===== src/rtl/seq_cmp_pkg.sv =====
// Shared definitions for the sequential word comparator.
//   state_t      : FSM state encoding (IDLE / SCAN / DONE)
//   CMP_*        : 2-bit slice verdict constants
//   nslice()     : number of 2-bit slices for a given operand width
//   idx_width()  : width of a slice index (never less than 1)
package seq_cmp_pkg;

  typedef enum logic [1:0] {
    ST_IDLE = 2'd0,
    ST_SCAN = 2'd1,
    ST_DONE = 2'd2
  } state_t;

  localparam logic [1:0] CMP_EQ = 2'b00;
  localparam logic [1:0] CMP_LT = 2'b01;
  localparam logic [1:0] CMP_GT = 2'b10;

  function automatic int nslice(input int width);
    return width / 2;
  endfunction

  function automatic int idx_width(input int width);
    return (width / 2 <= 1) ? 1 : $clog2(width / 2);
  endfunction

endpackage


===== src/rtl/seq_word_comparator_if.sv =====
// Bus bundle of the sequential word comparator.
// Handshakes (both channels): a transfer happens on a rising clk edge where
// valid && ready are both high. The start channel carries a_in/b_in; the
// result channel carries gt/eq/lt/diff_idx, which stay stable while
// res_valid is high and res_ready is low.
//   master : the operand producer / result consumer
//   slave  : the comparator
// Signals: start_valid, start_ready, a_in, b_in, res_valid, res_ready,
//          gt, eq, lt, diff_idx, busy.
interface seq_word_comparator_if #(
  parameter int WIDTH = 8
);
  import seq_cmp_pkg::*;

  localparam int IDXW = idx_width(WIDTH);

  logic             start_valid;
  logic             start_ready;
  logic [WIDTH-1:0] a_in;
  logic [WIDTH-1:0] b_in;
  logic             res_valid;
  logic             res_ready;
  logic             gt;
  logic             eq;
  logic             lt;
  logic [IDXW-1:0]  diff_idx;
  logic             busy;

  modport master (
    output start_valid, a_in, b_in, res_ready,
    input  start_ready, res_valid, gt, eq, lt, diff_idx, busy
  );

  modport slave (
    input  start_valid, a_in, b_in, res_ready,
    output start_ready, res_valid, gt, eq, lt, diff_idx, busy
  );

endinterface


===== src/rtl/seq_word_comparator_cmp2_slice.sv =====
// cmp2_slice: combinational unsigned compare of two 2-bit slices.
// Ports:
//   a_i, b_i   : 2-bit slices
//   verdict_o  : CMP_GT / CMP_EQ / CMP_LT
module cmp2_slice
  import seq_cmp_pkg::*;
(
  input  logic [1:0] a_i,
  input  logic [1:0] b_i,
  output logic [1:0] verdict_o
);

  always_comb begin
    verdict_o = CMP_EQ;
    if (a_i > b_i) begin
      verdict_o = CMP_GT;
    end else if (a_i < b_i) begin
      verdict_o = CMP_LT;
    end
  end

endmodule


===== src/rtl/seq_word_comparator.sv =====
// seq_word_comparator: sequential unsigned magnitude comparator. Accepts an
// operand pair, scans it MSB-first one 2-bit slice per clock, and presents
// a word-level gt/eq/lt verdict plus the index of the most significant
// differing slice.
// Ports:
//   clk, rst     : clock, asynchronous active-high reset
//   bus (slave)  : start/result handshakes, operands, verdict, busy
//   dbg_state_o  : current FSM state
// Build option: define EARLY_EXIT_EN to leave SCAN as soon as the first
// differing slice is found. Verdicts are the same either way.
module seq_word_comparator
  import seq_cmp_pkg::*;
#(
  parameter int WIDTH = 8
) (
  input  logic                  clk,
  input  logic                  rst,
  seq_word_comparator_if.slave  bus,
  output state_t                dbg_state_o
);

  localparam int NSLICE = nslice(WIDTH);
  localparam int IDXW   = idx_width(WIDTH);

  state_t           state_q, state_d;
  logic [WIDTH-1:0] a_q, b_q;
  logic [IDXW-1:0]  idx_q;
  logic             decided_q;
  // Running verdict built during SCAN; copied to the outputs only on DONE entry.
  logic             vgt_q, vlt_q;
  logic [IDXW-1:0]  vdiff_q;
  logic             gt_q, eq_q, lt_q;
  logic [IDXW-1:0]  diff_idx_q;

  logic [IDXW:0]    base;
  logic [1:0]       a_sl, b_sl, verdict;
  logic             diff_now, last_slice, accept, scan_done, release_res;

  assign base = {idx_q, 1'b0};
  assign a_sl = a_q[base +: 2];
  assign b_sl = b_q[base +: 2];

  cmp2_slice u_slice (
    .a_i       (a_sl),
    .b_i       (b_sl),
    .verdict_o (verdict)
  );

  // First difference only: once decided, later slices are ignored.
  assign diff_now    = (state_q == ST_SCAN) && !decided_q && (verdict != CMP_EQ);
  assign last_slice  = (idx_q == '0);
  assign accept      = (state_q == ST_IDLE) && bus.start_valid;
  assign release_res = (state_q == ST_DONE) && bus.res_ready;
`ifdef EARLY_EXIT_EN
  assign scan_done   = (state_q == ST_SCAN) && (last_slice || diff_now);
`else
  assign scan_done   = (state_q == ST_SCAN) && last_slice;
`endif

  // State register
  always_ff @(posedge clk or posedge rst) begin
    if (rst) begin
      state_q <= ST_IDLE;
    end else begin
      state_q <= state_d;
    end
  end

  // Next-state logic
  always_comb begin
    state_d = state_q;
    case (state_q)
      ST_IDLE: if (accept)      state_d = ST_SCAN;
      ST_SCAN: if (scan_done)   state_d = ST_DONE;
      ST_DONE: if (release_res) state_d = ST_IDLE;
      default:                  state_d = ST_IDLE;
    endcase
  end

  // Output logic
  always_comb begin
    bus.start_ready = (state_q == ST_IDLE);
    bus.res_valid   = (state_q == ST_DONE);
    bus.busy        = (state_q != ST_IDLE);
  end

  // Operands, slice index and verdict registers
  always_ff @(posedge clk or posedge rst) begin
    if (rst) begin
      a_q        <= '0;
      b_q        <= '0;
      idx_q      <= '0;
      decided_q  <= 1'b0;
      vgt_q      <= 1'b0;
      vlt_q      <= 1'b0;
      vdiff_q    <= '0;
      gt_q       <= 1'b0;
      eq_q       <= 1'b0;
      lt_q       <= 1'b0;
      diff_idx_q <= '0;
    end else begin
      if (accept) begin
        a_q       <= bus.a_in;
        b_q       <= bus.b_in;
        idx_q     <= IDXW'(NSLICE - 1);
        decided_q <= 1'b0;
        vgt_q     <= 1'b0;
        vlt_q     <= 1'b0;
        vdiff_q   <= '0;
      end
      if (state_q == ST_SCAN) begin
        if (diff_now) begin
          decided_q <= 1'b1;
          vgt_q     <= (verdict == CMP_GT);
          vlt_q     <= (verdict == CMP_LT);
          vdiff_q   <= idx_q;
        end
        if (!last_slice) begin
          idx_q <= idx_q - 1'b1;
        end
      end
      // The slice examined in the final SCAN cycle can itself be the first
      // difference, so fold the live verdict in when publishing.
      if (scan_done) begin
        gt_q       <= diff_now ? (verdict == CMP_GT) : vgt_q;
        lt_q       <= diff_now ? (verdict == CMP_LT) : vlt_q;
        eq_q       <= !(decided_q || diff_now);
        diff_idx_q <= diff_now ? idx_q : vdiff_q;
      end
      // Verdict flags read as zero whenever the block is idle.
      if (release_res) begin
        gt_q <= 1'b0;
        eq_q <= 1'b0;
        lt_q <= 1'b0;
      end
    end
  end

  assign bus.gt       = gt_q;
  assign bus.eq       = eq_q;
  assign bus.lt       = lt_q;
  assign bus.diff_idx = diff_idx_q;
  assign dbg_state_o  = state_q;

endmodule

===== src/flat_wrapper.sv =====
// flat-port wrapper written by rule: the top's interface ports become plain ports
module seq_word_comparator_flat import seq_cmp_pkg::*;
#(
  parameter int WIDTH = 8
)
  (clk, rst, dbg_state_o, bus_start_valid, bus_a_in, bus_b_in, bus_res_ready, bus_start_ready, bus_res_valid, bus_gt, bus_eq, bus_lt, bus_diff_idx, bus_busy);
  seq_word_comparator_if #(.WIDTH(WIDTH)) bus_i ();
  input  logic clk;
  input  logic rst;
  output state_t dbg_state_o;
  input wire logic [$bits(bus_i.start_valid)-1:0] bus_start_valid;
  input wire logic [$bits(bus_i.a_in)-1:0] bus_a_in;
  input wire logic [$bits(bus_i.b_in)-1:0] bus_b_in;
  input wire logic [$bits(bus_i.res_ready)-1:0] bus_res_ready;
  output wire logic [$bits(bus_i.start_ready)-1:0] bus_start_ready;
  output wire logic [$bits(bus_i.res_valid)-1:0] bus_res_valid;
  output wire logic [$bits(bus_i.gt)-1:0] bus_gt;
  output wire logic [$bits(bus_i.eq)-1:0] bus_eq;
  output wire logic [$bits(bus_i.lt)-1:0] bus_lt;
  output wire logic [$bits(bus_i.diff_idx)-1:0] bus_diff_idx;
  output wire logic [$bits(bus_i.busy)-1:0] bus_busy;
  assign bus_i.start_valid = bus_start_valid;
  assign bus_i.a_in = bus_a_in;
  assign bus_i.b_in = bus_b_in;
  assign bus_i.res_ready = bus_res_ready;
  assign bus_start_ready = bus_i.start_ready;
  assign bus_res_valid = bus_i.res_valid;
  assign bus_gt = bus_i.gt;
  assign bus_eq = bus_i.eq;
  assign bus_lt = bus_i.lt;
  assign bus_diff_idx = bus_i.diff_idx;
  assign bus_busy = bus_i.busy;
  seq_word_comparator #(.WIDTH(WIDTH)) u_core (.clk(clk), .rst(rst), .bus(bus_i), .dbg_state_o(dbg_state_o));
endmodule

===== config.mk =====
export PLATFORM = sky130hd
export DESIGN_NAME = seq_word_comparator_flat
export DESIGN_NICKNAME = d
export VERILOG_FILES = /design/src/rtl/seq_cmp_pkg.sv /design/src/rtl/seq_word_comparator_if.sv /design/src/rtl/seq_word_comparator_cmp2_slice.sv /design/src/rtl/seq_word_comparator.sv /design/src/flat_wrapper.sv
export SDC_FILE = /design/constraint.sdc
export NUM_CORES = 1
export LEC_CHECK = 0
export BUFFER_PORTS_ARGS = -buffer_cell sky130_fd_sc_hd__buf_2
export CORE_ASPECT_RATIO = 0.6
export CORE_MARGIN = 2
export CORE_UTILIZATION = 40
export CTS_CLUSTER_DIAMETER = 30
export DETAILED_ROUTE_END_ITERATION = 6
export PLACE_DENSITY = 0.74
export SYNTH_ARGS = -nofsm -noshare
export SYNTH_HDL_FRONTEND = slang
export SYNTH_SLANG_ARGS = --single-unit

===== constraint.sdc =====
create_clock -name clk -period 2.6 [get_ports clk]
set_input_delay 0.26 -clock clk [delete_from_list [all_inputs] [get_ports clk]]
set_output_delay 0.26 -clock clk [all_outputs]
set_load 0.01 [all_outputs]

## Yosys cells after proc, flatten, opt, wreduce, memory -nomap -nowiden

Cells that the tools add are included.

- $add $sub $neg: 1
- $lt $le $gt $ge: 2
- Equality and inequality tests: 7
- Shift operators: 2
- Muxes and demuxes: 30
- Reduce and logical (&&, ||, !) cells: 14

Operators by type and width:

| kind | count |
|---|---|
| $mux W2 | 11 |
| $mux W1 | 18 |
| $shiftx A8 B4 Y2 | 2 |
| $ne A2 B1 Y1 const B | 3 |
| $pmux W2 S3 | 1 |
| $reduce_bool A2 Y1 | 3 |
| $logic_and A1 B1 Y1 | 5 |
| $eq A2 B1 Y1 const B | 2 |
| $eq A2 B2 Y1 const B | 2 |
| $logic_not A2 Y1 | 2 |
| $reduce_and A3 Y1 | 1 |
| $gt A2 B2 Y1 | 1 |
| $logic_not A1 Y1 | 2 |
| $lt A2 B2 Y1 | 1 |
| $sub A2 B1 Y2 const B | 1 |
| $logic_or A1 B1 Y1 | 1 |

- Register bits: 30
- Input port bits: 20
- Output and inout bits: 10
- Word-level logic and storage cells: 68

## Depth between registers and ports, before layout

Gate-level depths: netlist of the first run.

- Depth after elaboration: 10
- Mapped depth: 8
- Mapped depth without buffers: 7

## By module

A second synthesis of the first run with hierarchy kept.

- Cells, all modules: 111
- Area total of the unflattened synthesis: 1,453.9 sq um

Modules (own cells, without submodules):

| module | times used | cells each | area each (sq um) | sequential area each (sq um) |
|---|---|---|---|---|
| seq_word_comparator | 1 | 104 | 1,388.8 | 750.7 |
| cmp2_slice | 1 | 7 | 65.1 | 0.0 |

## Worst setup path after synthesis of the first run

OpenSTA, ideal clock, no wires.

- Kind: register -> register
- Start point: register u_core.idx_q[0]
- End point: register u_core.gt_q, in the netlist u_core.bus.gt
- Library setup time: 122 ps
- Arrival time: 1,821 ps
- Required time: 2,478 ps
- Slack: 656 ps
- Stages on the path, launching flop included: 8
- Path buffers: 1
- Clock period less this slack: 1,944 ps
- Path through: dfrtp_1 -> buf_6 -> mux4_2 -> ha_1 -> nand2b_1 -> a31o_2 -> a2bb2oi_1 -> o21ai_1

- Longest elaborated chain between the ends: 9
- Elaborated cells on any way between the ends: 15
- Classes of those cells: order compare (2); eq/ne (1); shift (2); mux (5); reduce/logical (5)

Ends and longest elaborated chain:

| what | RTL line | RTL |
|---|---|---|
| start: declaration | seq_word_comparator.sv:27 | `logic [IDXW-1:0] idx_q;` |
| start signal: assignment | seq_word_comparator.sv:105 | `idx_q <= IDXW'(NSLICE - 1);` |
| start signal: assignment | seq_word_comparator.sv:119 | `idx_q <= idx_q - 1'b1;` |
| $shiftx A8 B4 Y2 (on tied branches) | seq_word_comparator.sv:40, seq_word_comparator.sv:41 |  |
| $lt A2 B2 Y1 | seq_word_comparator_cmp2_slice.sv:17 | `end else if (a_i < b_i) begin` |
| $mux W1 | seq_word_comparator_cmp2_slice.sv:17 |  |
| $mux W2 | seq_word_comparator_cmp2_slice.sv:15 | `if (a_i > b_i) begin` |
| $reduce_bool A2 Y1 | seq_word_comparator.sv:50 | `assign diff_now = (state_q == ST_SCAN) && !decided_q && (verdict != CMP_EQ);` |
| $logic_and A1 B1 Y1 | seq_word_comparator.sv:50 |  |
| $mux W1 | seq_word_comparator.sv:125 | `gt_q <= diff_now ? (verdict == CMP_GT) : vgt_q;` |
| $mux W1 | seq_word_comparator.sv:124 | `if (scan_done) begin` |
| $mux W1 | seq_word_comparator.sv:131 | `if (release_res) begin` |
| end signal: assignment | seq_word_comparator.sv:125 |  |
| end: declaration | seq_word_comparator.sv:32 | `logic gt_q, eq_q, lt_q;` |

Parallel ways exist; a longest one is shown, timed or not. The select of a mux whose other input is x is not followed.
A chain may end at the register's enable or synchronous reset.

## Final worst setup path of the first run

Ends and elaborated chain as after synthesis.

==> impl_metrics.env, run 1 <==
export IMPL_run_status="finished, final reports clean"
export IMPL_dieArea_mm2=0.004028
export IMPL_slowest_delay_ns=0.57
export IMPL_yosys_area_share_simple_pct=23.89
export IMPL_fin_util_pct=49.47
export IMPL_antenna_found_initial=0
export IMPL_max_slew_margin_pct=57.35
export IMPL_drive_gt1_share_pct=25.57
export IMPL_gp_congestion=0.8527
export IMPL_cts_root_buf="clkbuf_8"
export IMPL_skew_ns=0.003068
export IMPL_irDropWorstVdd_mv=0.4737
export IMPL_grt_pass1_vias=975
export IMPL_synth_compound_area_share_pct=8.792
export IMPL_vias_per_cell=4.742
export IMPL_detail_route_wl_per_cell_um=11.79
export IMPL_p_sw_mw=0.8055
export IMPL_grt_overflow=0
export IMPL_diodes=0
export IMPL_setup_tns_ns=0
export IMPL_yosysWarnings=0
export IMPL_core_area_mm2=0.003303
export IMPL_port_buffers=29
export IMPL_cts_tree="built"
export IMPL_path_cells="mux4_2 > ha_1 > nand2b_1 > a31o_2 > a2bb2oi_1 > o21ai_1"
export IMPL_setup_viol=0
export IMPL_cp_required_ns=2.76
export IMPL_cts_resized=0
export IMPL_crit_fanout=10
export IMPL_row_count=16
export IMPL_p_sw_share_pct=38.49
export IMPL_synth_largest_area_cell="dfrtp_1"
export IMPL_fmax_mhz=455.6
export IMPL_ios=30
export IMPL_power_frac_seq_pct=40.6
export IMPL_post_cts_buffers=0
export IMPL_path_class="flop to flop"
export IMPL_grt_pass1_wl_mm=4.305
export IMPL_power_density_mw_per_mm2=1281
export IMPL_area_growth_pct=15.99
export IMPL_drv_slew=0
export IMPL_first_iter_violations=38
export IMPL_ys_flop_type="dfrtp_1"
export IMPL_synth_edf_count=0
export IMPL_syn_area_mm2=0.001409
export IMPL_dr_pass1_iters=4
export IMPL_cts_made_buffers=5
export IMPL_h_tree_depth=2
export IMPL_hpwl_mm=1.836
export IMPL_timing_hold_worst_class="input pin to async pin"
export IMPL_synth_cells=147
export IMPL_fin_area_mm2=0.001634
export IMPL_place_area_mm2=0.001558
export IMPL_pwr_share_comb_pct=43.0
export IMPL_grt_max_degree=31
export IMPL_critPathCaptureType="flop"
export IMPL_avgSynthCellArea_um2=9.584
export IMPL_async_flop_share_pct=100.0
export IMPL_cp_data_arrival_time_ns=2.35
export IMPL_grt_use_total_pct=14.64
export IMPL_synth_mux_area_share_pct=6.394
export IMPL_hold_viol=0
export IMPL_clkLatencyLatePin_ns=0.27
export IMPL_synth_most_common_cell="nand2_1"
export IMPL_start_util_pct=42.65
export IMPL_netlist_top_cells_area="dfrtp_1 53%, nand2_1 17%, mux4_2 6.4%"
export IMPL_synth_seq_area_share_pct=53.29
export IMPL_nNetsFinal=198
export IMPL_synth_fp_nets=169
export IMPL_finalCritPeriodShare_pct=84.43
export IMPL_drc_errors=0
export IMPL_synthAdderAreaFrac_pct=1.776
export IMPL_ys_top_cells_by_count="63 x nand2_1, 30 x dfrtp_1, 7 x nor2_1"
export IMPL_synth_ff_latch_count=30
export IMPL_cts_num_sinks=30
export IMPL_startpoint_type="flop"
export IMPL_ys_types=29
export IMPL_die_w_um=80.62
export IMPL_max_cap_viol_count=0
export IMPL_cts_buffer_depth=2
export IMPL_clock_power_share_pct=16.4
export IMPL_ant_nets=0
export IMPL_dieHeight_um=49.97
export IMPL_wl_mm=2.606
export IMPL_p_leak_nw=0.8588
export IMPL_synth_top_area_share_pct=53.29
export IMPL_synth_top_family_by_area="simple AND/OR/NAND/NOR gates"
export IMPL_whs_ns=0.04695
export IMPL_worst_slew_pin_slew_ns=0.6398
export IMPL_synth_xor_area_share_pct=0
export IMPL_num_vias=1048
export IMPL_slowest_stage="dfrtp_1"
export IMPL_cts_hold_buf=0
export IMPL_rsz0062_at_grt="no"
export IMPL_clk_pin_slew_ns=0.06
export IMPL_finalCriticalPeriod_ns=2.195
export IMPL_p_int_mw=1.288
per-stage QoR:
| stage | power (mW) | instances | worst slack, ns |
|---|---|---|---|
| after detailed placement | 1.766 | 214 | 0.3932 |
| after global placement | 1.749 | 214 | 0.4568 |
| final | 2.093 | 221 | 0.4049 |
| after global routing | 2.290 | 221 | 0.2322 |
| after floorplan | 1.592 | 147 | 0.6565 |
| after CTS | 2.119 | 221 | 0.3761 |
cell type report:
type	instances	area, µm²
Sequential cell	30	750.7
Inverter	6	22.52
Clock buffer	7	76.32
Fill cell	328	1669
Multi-Input combinational cell	103	575.6
Timing Repair Buffer	30	152.6
Tap cell	45	56.30
final timing paths:
check | start | endpoint | slack [ns] | depth (start not counted)
max in group asynchronous | rst | u_core.a_q[7] | 2.27 | 3
worst max-delay path | u_core.idx_q[0] | u_core.bus.gt | 0.40 | 6
worst min register to register | u_core.a_q[7] | u_core.a_q[7] | 0.48 | 2
worst min-delay path | rst | u_core.a_q[4] | 0.05 | 3
min in group clk | bus_a_in[1] | u_core.a_q[1] | 0.17 | 3
worst max register to register | u_core.idx_q[0] | u_core.bus.gt | 0.40 | 6
per-layer routing:
layer | vias to the layer above | part of all wire, % | GRT usage (%)
met3 | 3 | 6.6 | 5.495
met4 | 0 | 0.88 | 5.932
li1 | 532 | - | -
met1 | 478 | 52 | 20.07
met2 | 35 | 41 | 20.83
met5 | - | 0 | 0
registers in the layout, indices dropped and copies added, names as in the netlist:
name	count
u_core.a_q	8
u_core.b_q	8
u_core.bus.diff_idx	2
u_core.dbg_state_o	2
u_core.idx_q	2
u_core.vdiff_q	2
u_core.bus.eq	1
u_core.bus.gt	1
u_core.bus.lt	1
u_core.decided_q	1
u_core.vgt_q	1
u_core.vlt_q	1
cells by family after synthesis:
group,after synthesis
adder cells (fa/ha/maj),2
flip-flops,30
multiplexers,4
AND/OR/NAND/NOR,80
AO/OA/AOI/OAI,17
buffers and inverters,14
power by group through the flow:
stage          clock, mW  sequential (mW)  combinational (mW)
2_1_floorplan          0            0.781               0.811
3_3_place_gp           0            0.854               0.895
3_5_place_dp           0            0.858               0.907
4_1_cts            0.355            0.853               0.912
5_1_grt            0.381            0.884                1.02
6_report           0.343            0.849               0.901
critical path: cells and delay by family (launching register included):
| family | cells | cell delay, ns |
|---|---|---|
| AOI/OAI and AO/OA | 3 | 0.60 |
| DFF | 1 | 0.57 |
| muxes | 1 | 0.55 |
| adders and majority gates | 1 | 0.22 |
| and+or+nand+nor | 1 | 0.15 |
layout by cell type, fill, tap and decap left out, drive strengths merged:
| cell | synthesis | routed |
|---|---|---|
| dfrtp | 30 | 30 |
| a21oi | 2 | 2 |
| or3b | 1 | 1 |
| and2 | 1 | 1 |
| nand3 | 2 | 2 |
| inv | 6 | 6 |
| nand2b | 2 | 2 |
| a31o | 1 | 1 |
| mux4 | 4 | 4 |
| and2b | 1 | 1 |
| a211oi | 1 | 1 |
| nor2 | 7 | 7 |
| o31ai | 2 | 2 |
| o21ai | 6 | 6 |
| a31oi | 2 | 2 |
| a22oi | 1 | 1 |
| a21boi | 1 | 1 |
| nand2 | 64 | 64 |
| or4b | 1 | 1 |
| a2bb2oi | 1 | 1 |
| ha | 2 | 2 |
| nor3b | 1 | 1 |
| buf | 7 | 30 |
| clkbuf | 1 | 7 |
Power figures use the tool's default switching activity.
==> inputs of run 2 (changes only) <==
--- a/config.mk
+++ b/config.mk
@@ -11,7 +11,7 @@
 export CORE_UTILIZATION = 40
 export CTS_CLUSTER_DIAMETER = 30
 export DETAILED_ROUTE_END_ITERATION = 6
-export PLACE_DENSITY = 0.74
+export PLACE_DENSITY = 0.76
 export SYNTH_ARGS = -nofsm -noshare
 export SYNTH_HDL_FRONTEND = slang
 export SYNTH_SLANG_ARGS = --single-unit
==> constraint.sdc (replaced) <==
create_clock -name clk -period 2 [get_ports clk]
set_input_delay 0.2 -clock clk [delete_from_list [all_inputs] [get_ports clk]]
set_output_delay 0.2 -clock clk [all_outputs]
set_load 0.01 [all_outputs]
==> run 2 against run 1 <==
Final area rose by 7.1%; core utilization rose by 3.5 points; worst hold slack improved by 0.054 ns; flip-flop and latch count did not move; wire length rose by 6.3%; maximum frequency rose by 16%; critical path type unchanged; largest power group unchanged.
==> impl_metrics.env, run 2 (synthesis gave the netlist of run 1 again) <==
export IMPL_path_class="flop to flop"
export IMPL_cts_tree="built"
export IMPL_first_iter_violations=23
export IMPL_layout_commonest_cell="nand2_1"
export IMPL_antenna_found_initial=0
export IMPL_ant_nets=0
export IMPL_finalCriticalPeriod_ns=1.887
export IMPL_p_leak_nw=0.8990
export IMPL_worst_slew_pin_slew_ns=0.6202
export IMPL_final_cell_mix="63 x nand2_1, 29 x buf_2, 28 x dfrtp_1"
export IMPL_finalCritPeriodShare_pct=94.36
export IMPL_row_count=16
export IMPL_timing_hold_worst_class="input pin to flop"
export IMPL_grt_use_total_pct=15.79
export IMPL_endpoint="u_core.bus.diff_idx[0]"
export IMPL_setup_worst_path_start="u_core.idx_q[0]"
export IMPL_r2r_cells=7
export IMPL_grt_max_degree=31
export IMPL_area_growth_pct=24.25
export IMPL_ios=30
export IMPL_top_regs="u_core.a_q x8, u_core.b_q x8"
export IMPL_pre_cts_ws_ns=-0.07548
export IMPL_clk_pin_slew_ns=0.06
export IMPL_clkLatencyLatePin_ns=0.28
export IMPL_cts_num_sinks=30
export IMPL_cts_made_buffers=5
export IMPL_cp_required_ns=2.16
export IMPL_drc_errors=0
export IMPL_wl_mm=2.771
export IMPL_drv_slew=0
export IMPL_run_status="finished, final reports clean"
export IMPL_grt_pass1_wl_mm=4.629
export IMPL_dieHeight_um=49.97
export IMPL_h_tree_depth=2
export IMPL_grt_overflow=0
export IMPL_layoutNonFillerInstCount=226
export IMPL_nNetsFinal=204
export IMPL_reg2reg_from="u_core.idx_q[0]"
export IMPL_die_w_um=80.62
export IMPL_max_cap_viol_count=0
export IMPL_gp_congestion=0.8079
export IMPL_fmax_mhz=529.9
export IMPL_setup_viol=0
export IMPL_r2r_end="u_core.bus.diff_idx[0]"
export IMPL_cts_root_buf="clkbuf_8"
export IMPL_max_slew_margin_pct=58.55
export IMPL_num_vias=1066
export IMPL_startpoint_type="flop"
export IMPL_dp_cells=218
export IMPL_drive_gt1_share_pct=32.04
export IMPL_cts_buffer_depth=2
export IMPL_fin_ws_ns=0.1128
export IMPL_crit_fanout=5
export IMPL_irDropWorstVdd_mv=0.6537
export IMPL_core_area_mm2=0.003303
export IMPL_cp_data_arrival_time_ns=2.05
export IMPL_start_util_pct=42.65
export IMPL_r2r_slack_ns=0.11
export IMPL_dr_pass1_iters=4
export IMPL_hpwl_mm=1.970
export IMPL_vias_per_cell=4.717
export IMPL_port_buffers=29
export IMPL_dieArea_mm2=0.004028
export IMPL_diodes=0
export IMPL_power_density_mw_per_mm2=1798
export IMPL_skew_ns=0.003147
export IMPL_hold_viol=0
export IMPL_detail_route_wl_per_cell_um=12.26
export IMPL_grt_pass1_vias=1027
export IMPL_critPathCaptureType="flop"
export IMPL_whs_path_depth=3
==> run 2: routing by layer <==
| layer | share of wire, % | track usage (%) |
|---|---|---|
| met5 | 0 | 0 |
| met4 | 2.0 | 8.192 |
| met3 | 5.4 | 5.495 |
| met2 | 40 | 20.97 |
| met1 | 52 | 22.43 |
==> run 2: worst min-delay path by stage <==
stage / from / end / slack (ns)
6_report: bus_a_in[7] / u_core.a_q[7] / 0.10
5_1_grt: bus_b_in[5] / u_core.b_q[5] / 0.11
4_1_cts: bus_a_in[7] / u_core.a_q[7] / 0.1
3_5_place_dp: rst / u_core.a_q[2] / 0.29
3_3_place_gp: rst / u_core.a_q[2] / 0.29
2_1_floorplan: rst / u_core.a_q[0] / 0.29
==> run 2: through the flow <==
| step | instance area (µm²) | total power, mW | setup TNS [ns] | hold WS [ns] | util (%) |
|---|---|---|---|---|---|
| after floorplan | 1409 | 2.070 | 0 | 0.2863 | - |
| after global placement | 1600 | 2.353 | -0.01179 | 0.2903 | 48.45 |
| after detailed placement | 1600 | 2.396 | -0.2186 | 0.2903 | 48.45 |
| after CTS | 1700 | 2.923 | 0 | 0.09834 | 51.48 |
| after global routing | 1750 | 3.447 | -0.008849 | 0.1150 | 52.99 |
| final | 1750 | 3.147 | 0 | 0.1008 | 52.99 |
==> run 2: power breakdown <==
group / internal (mW) / switching [mW] / total, mW
logic: 0.805 / 0.776 / 1.58
registers: 0.886 / 0.205 / 1.09
clock network: 0.264 / 0.211 / 0.476
total: 1.95 / 1.19 / 3.15
==> run 2: area by class of cell <==
class,instances,area (µm²)
tap,45,56.30
multi-input combinational,103,623.1
sequential,30,753.2
timing repair buffer,36,212.7
fill,305,1553
clock buffer,6,82.58
inverter,6,22.52
==> run 2: repair_timing <==
item | CTS | global route
hold endpoints to repair | 30 | 0
endpoints found under the setup margin | 4 | 6
pin swaps | 0 | 1
buffers inserted | 0 | 1
hold buffers | 1 | 0
resized for setup | 2 | 6
gates cloned | 0 | 0
==> run 2: critical path, stage by stage (launching register included) <==
cell,delay (ns)
dfrtp_2,0.43
mux4_2,0.55
ha_4,0.18
nand2b_4,0.13
a31o_4,0.23
buf_4,0.14
nand2_1,0.05
o21ai_0,0.06
